==> src/rtl/spi_reg_slave.sv <==
// ---------------------------------------------------------------------------
// spi_reg_slave
//
// SPI target that turns fixed-length frames into register accesses. It sits
// behind the pad synchronizers, so spi_cs_n/spi_clk/spi_mosi and the mode
// pins arrive already in the clk domain and are oversampled here.
//
// Frame layout, MSB first:
//   cmd[7]   rw   (1 = write, 0 = read)
//   cmd[6]   bank (0 = config, 1 = status)
//   cmd[5:0] address field; only values below NUM_REGS hit a register
//   then WIDTH data bits
//
// Handshake/timing contract: there is no valid/ready pair on this block. The
// SPI side is qualified only by spi_cs_n low plus clock edges, and the user
// side sees a single-cycle wr_strobe in the cycle where the updated register
// value first appears on config_regs. ena low freezes every flop.
//
// Ports
//   clk          system clock, rising edge
//   rstb         asynchronous active-low reset
//   ena          clock enable for the whole block
//   mode         {cpol, cpha}, captured when spi_cs_n falls
//   spi_cs_n     synchronized chip select, active low
//   spi_clk      synchronized SPI clock
//   spi_mosi     synchronized MOSI
//   spi_miso     MISO toward the pad (registered)
//   config_regs  config bank, reg i at [i*WIDTH +: WIDTH]
//   status_regs  status bank, same packing, read-only over SPI
//   wr_strobe    one-cycle pulse when a config write commits
//   wr_addr      address of the last committed write
// ---------------------------------------------------------------------------
module spi_reg_slave #(
    parameter int NUM_REGS = 8,
    parameter int WIDTH    = 8,
    localparam int ADDR_W  = (NUM_REGS > 1) ? $clog2(NUM_REGS) : 1
) (
    input  logic                      clk,
    input  logic                      rstb,
    input  logic                      ena,
    input  logic [1:0]                mode,
    input  logic                      spi_cs_n,
    input  logic                      spi_clk,
    input  logic                      spi_mosi,
    output logic                      spi_miso,
    output logic [NUM_REGS*WIDTH-1:0] config_regs,
    input  logic [NUM_REGS*WIDTH-1:0] status_regs,
    output logic                      wr_strobe,
    output logic [ADDR_W-1:0]         wr_addr
);

    localparam int FRAME_LEN = 8 + WIDTH;
    localparam int CNT_W     = 6;
    // Data receive register only has to remember WIDTH-1 bits; the last bit
    // is taken straight from spi_mosi on the committing edge.
    localparam int RXW       = (WIDTH > 1) ? WIDTH - 1 : 1;

    localparam logic [CNT_W-1:0] CNT_CMD_LAST  = CNT_W'(7);
    localparam logic [CNT_W-1:0] CNT_DATA_LAST = CNT_W'(FRAME_LEN - 1);
    // Shifting starts only after the first shift edge following the load,
    // which lines MISO up for both CPHA settings.
    localparam logic [CNT_W-1:0] CNT_SHIFT_MIN = CNT_W'(9);

    typedef enum logic [1:0] {
        S_IDLE = 2'd0,
        S_CMD  = 2'd1,
        S_DATA = 2'd2,
        S_DONE = 2'd3
    } state_t;

    state_t                    state_q, state_d;
    logic [CNT_W-1:0]          cnt_q, cnt_d;
    logic                      sclk_q, sclk_d;
    logic                      cs_q, cs_d;
    logic [1:0]                mode_q, mode_d;
    logic [6:0]                cmd_sr_q, cmd_sr_d;
    logic [7:0]                cmd_q, cmd_d;
    logic [RXW-1:0]            rx_q, rx_d;
    logic [WIDTH-1:0]          tx_q, tx_d;
    logic                      miso_q, miso_d;
    logic [NUM_REGS*WIDTH-1:0] cfg_q, cfg_d;
    logic                      wr_strobe_q, wr_strobe_d;
    logic [ADDR_W-1:0]         wr_addr_q, wr_addr_d;

    // Edge detection against the registered copies.
    logic sclk_rise, sclk_fall, cs_rise, cs_fall;
    logic sample_edge, shift_edge;
    logic [7:0]       cmd_full;
    logic [WIDTH-1:0] rx_full;
    logic [WIDTH-1:0] rd_data;
    logic             wr_hit;

    assign sclk_rise = spi_clk & ~sclk_q;
    assign sclk_fall = ~spi_clk & sclk_q;
    assign cs_rise   = spi_cs_n & ~cs_q;
    assign cs_fall   = ~spi_cs_n & cs_q;

    // cpol == cpha samples on the rising edge, otherwise on the falling edge.
    assign sample_edge = (mode_q[1] == mode_q[0]) ? sclk_rise : sclk_fall;
    assign shift_edge  = (mode_q[1] == mode_q[0]) ? sclk_fall : sclk_rise;

    // Command byte as it stands including the bit arriving this cycle.
    assign cmd_full = {cmd_sr_q, spi_mosi};

    generate
        if (WIDTH > 1) begin : g_rx_wide
            assign rx_full = {rx_q, spi_mosi};
        end else begin : g_rx_one
            assign rx_full = spi_mosi;
        end
    endgenerate

    // Read mux, evaluated on the edge that completes the command byte.
    // Addresses at or above NUM_REGS (including non-zero reserved bits)
    // match nothing and read as zero.
    always_comb begin
        rd_data = '0;
        for (int i = 0; i < NUM_REGS; i++) begin
            if (cmd_full[5:0] == 6'(i)) begin
                rd_data = cmd_full[6] ? status_regs[i*WIDTH +: WIDTH]
                                      : cfg_q[i*WIDTH +: WIDTH];
            end
        end
    end

    // A write lands only for rw=1, config bank, and an in-range address.
    always_comb begin
        wr_hit = 1'b0;
        for (int i = 0; i < NUM_REGS; i++) begin
            if (cmd_q[5:0] == 6'(i)) begin
                wr_hit = 1'b1;
            end
        end
        wr_hit = wr_hit & cmd_q[7] & ~cmd_q[6];
    end

    always_comb begin
        state_d     = state_q;
        cnt_d       = cnt_q;
        sclk_d      = sclk_q;
        cs_d        = cs_q;
        mode_d      = mode_q;
        cmd_sr_d    = cmd_sr_q;
        cmd_d       = cmd_q;
        rx_d        = rx_q;
        tx_d        = tx_q;
        miso_d      = miso_q;
        cfg_d       = cfg_q;
        wr_strobe_d = wr_strobe_q;
        wr_addr_d   = wr_addr_q;

        if (ena) begin
            sclk_d      = spi_clk;
            cs_d        = spi_cs_n;
            wr_strobe_d = 1'b0;

            // Chip select release beats any clock edge seen in the same cycle,
            // so a frame cut short on its final bit commits nothing.
            if (cs_rise) begin
                state_d = S_IDLE;
                cnt_d   = '0;
                miso_d  = 1'b0;
            end else begin
                case (state_q)
                    S_IDLE: begin
                        miso_d = 1'b0;
                        if (cs_fall) begin
                            state_d = S_CMD;
                            cnt_d   = '0;
                            mode_d  = mode;
                        end
                    end

                    S_CMD: begin
                        miso_d = 1'b0;
                        if (sample_edge) begin
                            cnt_d    = cnt_q + CNT_W'(1);
                            cmd_sr_d = cmd_full[6:0];
                            if (cnt_q == CNT_CMD_LAST) begin
                                state_d = S_DATA;
                                cmd_d   = cmd_full;
                                // Writes shift out zeros.
                                tx_d    = cmd_full[7] ? '0 : rd_data;
                                miso_d  = tx_d[WIDTH-1];
                            end
                        end
                    end

                    S_DATA: begin
                        if (sample_edge) begin
                            cnt_d = cnt_q + CNT_W'(1);
                            rx_d  = rx_full[RXW-1:0];
                            if (cnt_q == CNT_DATA_LAST) begin
                                state_d = S_DONE;
                                miso_d  = 1'b0;
                                if (wr_hit) begin
                                    for (int i = 0; i < NUM_REGS; i++) begin
                                        if (cmd_q[5:0] == 6'(i)) begin
                                            cfg_d[i*WIDTH +: WIDTH] = rx_full;
                                        end
                                    end
                                    wr_addr_d   = cmd_q[ADDR_W-1:0];
                                    wr_strobe_d = 1'b1;
                                end
                            end
                        end else if (shift_edge && (cnt_q >= CNT_SHIFT_MIN)) begin
                            tx_d   = tx_q << 1;
                            miso_d = tx_d[WIDTH-1];
                        end
                    end

                    S_DONE: begin
                        miso_d = 1'b0;
                    end
                endcase
            end
        end
    end

    always_ff @(posedge clk or negedge rstb) begin
        if (!rstb) begin
            state_q     <= S_IDLE;
            cnt_q       <= '0;
            sclk_q      <= 1'b0;
            cs_q        <= 1'b1;
            mode_q      <= 2'b00;
            cmd_sr_q    <= '0;
            cmd_q       <= '0;
            rx_q        <= '0;
            tx_q        <= '0;
            miso_q      <= 1'b0;
            cfg_q       <= '0;
            wr_strobe_q <= 1'b0;
            wr_addr_q   <= '0;
        end else begin
            state_q     <= state_d;
            cnt_q       <= cnt_d;
            sclk_q      <= sclk_d;
            cs_q        <= cs_d;
            mode_q      <= mode_d;
            cmd_sr_q    <= cmd_sr_d;
            cmd_q       <= cmd_d;
            rx_q        <= rx_d;
            tx_q        <= tx_d;
            miso_q      <= miso_d;
            cfg_q       <= cfg_d;
            wr_strobe_q <= wr_strobe_d;
            wr_addr_q   <= wr_addr_d;
        end
    end

    assign spi_miso    = miso_q;
    assign config_regs = cfg_q;
    assign wr_strobe   = wr_strobe_q;
    assign wr_addr     = wr_addr_q;

endmodule

==> config.mk <==
export PLATFORM = sky130hd
export DESIGN_NAME = spi_reg_slave
export DESIGN_NICKNAME = d
export VERILOG_FILES = /design/src/rtl/spi_reg_slave.sv
export SDC_FILE = /design/constraint.sdc
export NUM_CORES = 1
export LEC_CHECK = 0
export ABC_AREA = 1
export CELL_PAD_IN_SITES_DETAIL_PLACEMENT = 1
export CELL_PAD_IN_SITES_GLOBAL_PLACEMENT = 1
export CORE_ASPECT_RATIO = 0.9
export CORE_UTILIZATION = 39
export DETAILED_ROUTE_END_ITERATION = 8
export GPL_ROUTABILITY_DRIVEN = 0
export GPL_TIMING_DRIVEN = 0
export PLACE_DENSITY = 0.85
export RECOVER_POWER = 50
export SKIP_CTS_REPAIR_TIMING = 1
export SLEW_MARGIN = 10
export SYNTH_ARGS = -nofsm -noshare
export SYNTH_HDL_FRONTEND = slang
export SYNTH_SLANG_ARGS = --single-unit
==> constraint.sdc <==
create_clock -name clk -period 6 [get_ports clk]
set_clock_uncertainty 0.05 [all_clocks]
set_input_delay 1.2 -clock clk [delete_from_list [all_inputs] [get_ports clk]]
set_output_delay 1.2 -clock clk [all_outputs]
set_load 0.005 [all_outputs]
Word-level counts from Yosys, hierarchy flattened
Index checks and enable logic that the tools add are counted.
{"block": "word_totals", "wordCells": 147, "in_bits": 72, "output_inout_bits": 69, "regBits": 110}
{"block": "classes", "magnitude_cmp": 1, "reduce_logical": 26, "add_sub_neg": 1, "eq_ne": 32, "muxes": 55, "bitwise": 12}
{"operator": "8-bit 2-to-1 mux", "count": 17}
{"operator": "7-bit AND reduction", "count": 10}
{"operator": "6-bit by 3-bit == test with 1-bit output, second input constant", "count": 9}
{"operator": "7-bit 2-to-1 mux", "count": 4}
{"operator": "6-bit by 2-bit == test with 1-bit output, second input constant", "count": 4}
{"operator": "1-bit 2-to-1 mux", "count": 21}
{"operator": "6-bit 2-to-1 mux", "count": 3}
{"operator": "4-bit AND reduction", "count": 4}
{"operator": "3-bit inequality test, second input constant", "count": 5}
{"operator": "7-bit case mux with 2 select lines", "count": 1}
{"operator": "6-bit by 1-bit == test with 1-bit output, second input constant", "count": 2}
{"operator": "6-bit zero test", "count": 2}
{"operator": "2-bit 2-to-1 mux", "count": 6}
{"operator": "6-bit case mux with 2 select lines", "count": 1}
{"operator": "2-bit inequality test, second input constant", "count": 4}
{"operator": "4-bit inequality test, second input constant", "count": 2}
{"operator": "6-bit by 1-bit adder with 6-bit output, second input constant", "count": 1}
{"operator": "1-bit bitwise AND", "count": 6}
{"operator": "6-bit by 4-bit == test with 1-bit output, second input constant", "count": 1}
{"operator": "6-bit by 4-bit greater-or-equal comparator with 1-bit output, second input constant", "count": 1}
{"operator": "1-bit inverter", "count": 6}
{"operator": "2-bit case mux with 3 select lines", "count": 1}
{"operator": "6-bit AND reduction", "count": 1}
{"operator": "5-bit AND reduction", "count": 1}
{"operator": "12 further kinds", "count": 14}

Logic depth before layout (Yosys ltp)
{"block": "depth", "word_depth": 16, "ltp_mapped": 14, "mapped_depth_nobuf": 13}

Least setup slack after synthesis
Ideal clock, no wire load.
{"block": "synth_timing", "path_type": "input to register", "start": "input spi_cs_n", "end": "register cfg_q[22], in the netlist config_regs[22]", "stages": 10, "required_time_ns": 5.827, "arrival_ns": 2.551, "setup_ns": 0.123, "slack_ns": 3.275, "path_buffers": 1, "path_cell_list": "ha_1 > inv_1 > nand2_1 > nor2_1 > nand4_4 > nor2_4 > nand3_2 > buf_6 > nand2_1 > o21ai_2"}
{"block": "synth_via", "elab_chain_len": 3}
{"item": "start: declaration", "line_no": "42", "source": "input logic spi_cs_n,"}
{"item": "1-bit bitwise AND", "line_no": "95", "source": "assign cs_rise = spi_cs_n & ~cs_q;"}
{"item": "1-bit inverter (no source line)"}
{"item": "7-bit AND reduction (no source line)"}
{"item": "end signal: assignment", "line_no": "246", "source": "cfg_q <= cfg_d;"}
{"item": "end: declaration", "line_no": "81", "source": "logic [NUM_REGS*WIDTH-1:0] cfg_q, cfg_d;"}
Every way passes these cells.
A chain may end at the register's enable or synchronous reset.

Worst setup path in the final report
{"block": "layout_timing", "start": "input spi_cs_n", "end": "register cfg_q[38], in the netlist config_regs[38]"}
Same word-level chain as after synthesis.

==> metrics <==
max-cap violation count 1; sw frac 0.4311; Post-DP Area 7625 sq um; FMAX 304.3 MHz; Final HPWL DP 16.09 mm; DRT Pass-1 Iters 5; Clk Latency, worst-skew pair 360 ps; CTS root buffer clkbuf_16; syn nets 851; multi-input gate area in the final layout 2818 sq um; Worst R2R Path Depth 11; RSZ-0062 raised after global routing false; initial core utilization 0.4013; Worst-path clk slew 70 ps; Die Ht 119.2 microns; Setup crit end kind flip-flop; Yosys reg bits 110; Slew Limit Fails 33; synthesized area per cell 7.723 sq um; share of layout cells above drive strength 1 0.08306; number of vias per cell 5.360; status finished with violations; initial antenna violation count 0; crit-path cells clkdlybuf4s50_1, ha_1, inv_1, nand2_1, nor2_1, nand4_1, nor2_4, nand3_2, buf_2, nand2_1, o21ai_1; CTS tree done; sequential power share 0.351; cell with the most instances after synthesis nand2_1; WP buf/inv 3; Diodes inserted 0; worst hold path startpoint wr_addr[1]; Num Clock Sinks 110; area delta synth->final 32.76%; Synth async-reset ratio 1.000; top cell type's share of synthesized area 0.4587; nets 1003; top cells by area, synth dfrtp_1, nand2_1, o21ai_0; most frequent CP cell nand2_1; failing checks capacitance limit, slew limit; family with the most delay on the worst path simple AND/OR/NAND/NOR gates; worst rel slew slack -0.3476; crit path DAT 3460 ps; Slowest Stage Delay on Critical Path 450 ps; Total Neg Setup Slack 0 ps; combinational share of power 0.412; Core ar. 14820 sq um; slowest stage cell, crit path clkdlybuf4s50_1; P per Cell Area 322.7 nW/um^2; Worst Max-Slew Pin Slew 2021 ps; remaining global-route overflow 0; final instance area 7895 sq um; CP Depth 11; Via Count 6030; number of buffers added on ports 140; peak supply drop 0.2004 mV; worst r2r src cs_q; first-pass GRT wire length 34.36 mm; H-tree depth 3; fin crit period 3286 ps; Cell Int Power 1.449 mW; Critical Path Start Type primary input; DRC 0; vias in the first global route 6236; Synth cell types 38; Hold Path Depth 2; Routed Antenna Nets 0; Clock Path Buffers 2; largest net degree at the start of global routing 79; top post-synthesis cells by count nand2_1, dfrtp_1, o21ai_0; Req. time, crit path 6180 ps; main flop type after synthesis dfrtp_1; min-delay worst type flip-flop to flip-flop; register area 2754 sq um; Die X 132.2 microns; period utilization 0.5477; final hold vios 0; Boundary Pins 141; wire per inst 19.27 microns; yosys synthesis warning count 0; net load switching power 1.098 mW; Setup violations, final 0; Post-Synthesis Cells 770; LEAKAGE 3.565 nW; Total Wirelength 21.68 mm; highest fanout seen on the critical path 10; Fill cells 1884; post-synthesis sequential area ratio 0.4631; site row count 42; CP Class primary input to flip-flop; number of flops mapped to enable cells by yosys 0; Synth area leader dfrtp_1; Cell Area, Synth 5947 sq um; drt first-iter violations 412; Global Route Usage Sum 0.2883; post-layout util 0.5328; CTS Buf Count 9; Clock Power Share 0.237; Worst Setup SP spi_cs_n; Die Area 15750 sq um
## worst paths after layout
path                                   end  slack [ps]
hold / removal                  wr_addr[1]         430
setup reg to reg           config_regs[38]        3470
setup / recovery           config_regs[38]        2710
min in group asynchronous  config_regs[14]        1360
max in group asynchronous          tx_q[2]        3330
hold reg to reg                 wr_addr[1]         430
## metrics by stage
stage	worst slack (ps)	total power, mW	instances	hold slack, ps
2_1_floorplan	3275	1.539	770	399.2
3_3_place_gp	-761.0	1.904	1108	415.4
3_5_place_dp	2408	1.938	1109	422.9
4_1_cts	2800	2.552	1125	441.6
5_1_grt	2518	2.699	1125	474.6
6_report	2714	2.547	1125	429.3
## final cells by class
| class | count | area share |
|---|---|---|
| tap | 198 | 0.03138 |
| buffer | 29 | 0.01949 |
| sequential | 110 | 0.3488 |
| clock inverter | 4 | 0.004596 |
| clock buffer | 12 | 0.03249 |
| timing repair buffer | 141 | 0.1802 |
| inverter | 55 | 0.02615 |
| multi-input combinational | 576 | 0.3569 |
## power groups by stage
stage                     Combinational [mW]  Clock (mW)  Sequential, mW
after floorplan                        0.651           0           0.889
after global placement                  1.00           0           0.901
after detailed placement                1.03           0           0.905
after CTS                               1.05       0.615           0.892
after global routing                    1.15       0.638           0.906
final                                   1.05       0.604           0.893
## kinds of logic after synthesis
group                    share of synthesized area
AND/OR/NAND/NOR                             0.2946
AO/OA/AOI/OAI                               0.1612
flip-flops                                  0.4631
buffers and inverters                      0.06059
adder cells (fa/ha/maj)                    0.01894
multiplexers                              0.001683
## routing by layer
metal | wire length, microns | global-route usage | vias to the layer above | share of wire
met5 | 0 | 0 | - | 0
met2 | 9960 | 0.4610 | 198 | 0.46
met1 | 9939 | 0.3911 | 2967 | 0.46
li1 | - | - | 2827 | -
met3 | 1214 | 0.06003 | 38 | 0.056
met4 | 568 | 0.09012 | 0 | 0.026
## worst register-to-register path: stages (launching register included)
cell	delay (ps)
dfstp_2	540
inv_1	50
ha_1	220
inv_1	130
nand2_1	120
nor2_1	130
nand4_1	250
nor2_4	260
nand3_2	240
buf_2	280
nand2_1	70
o21ai_1	60
## sequential cells by signal, summed over array words and instances, names as in the netlist, 2 cells and up
signal	cells
cmd_q	8
cmd_sr_q	7
cnt_q	6
config_regs	64
mode_q	2
rx_q	7
state_q	2
tx_q	7
wr_addr	3
## cells in the final DEF, fill, tap and decap left out, types with 6 or more instances in the layout
cell / n
a31oi_1: 6
dfrtp_1: 109
a21boi_1: 6
clkbuf_1: 13
nand3_1: 25
dlygate4sd3_1: 32
o21ai_1: 50
nand2_1: 254
clkbuf_16: 9
nor3_1: 8
inv_1: 55
o21ai_2: 7
nor2_1: 54
nand4_1: 11
o211ai_1: 11
ha_1: 9
buf_2: 9
a21oi_1: 34
clkdlybuf4s50_1: 107
o21ai_0: 56
or2_2: 15
nand3_2: 7
Power figures use the tool's default switching activity.
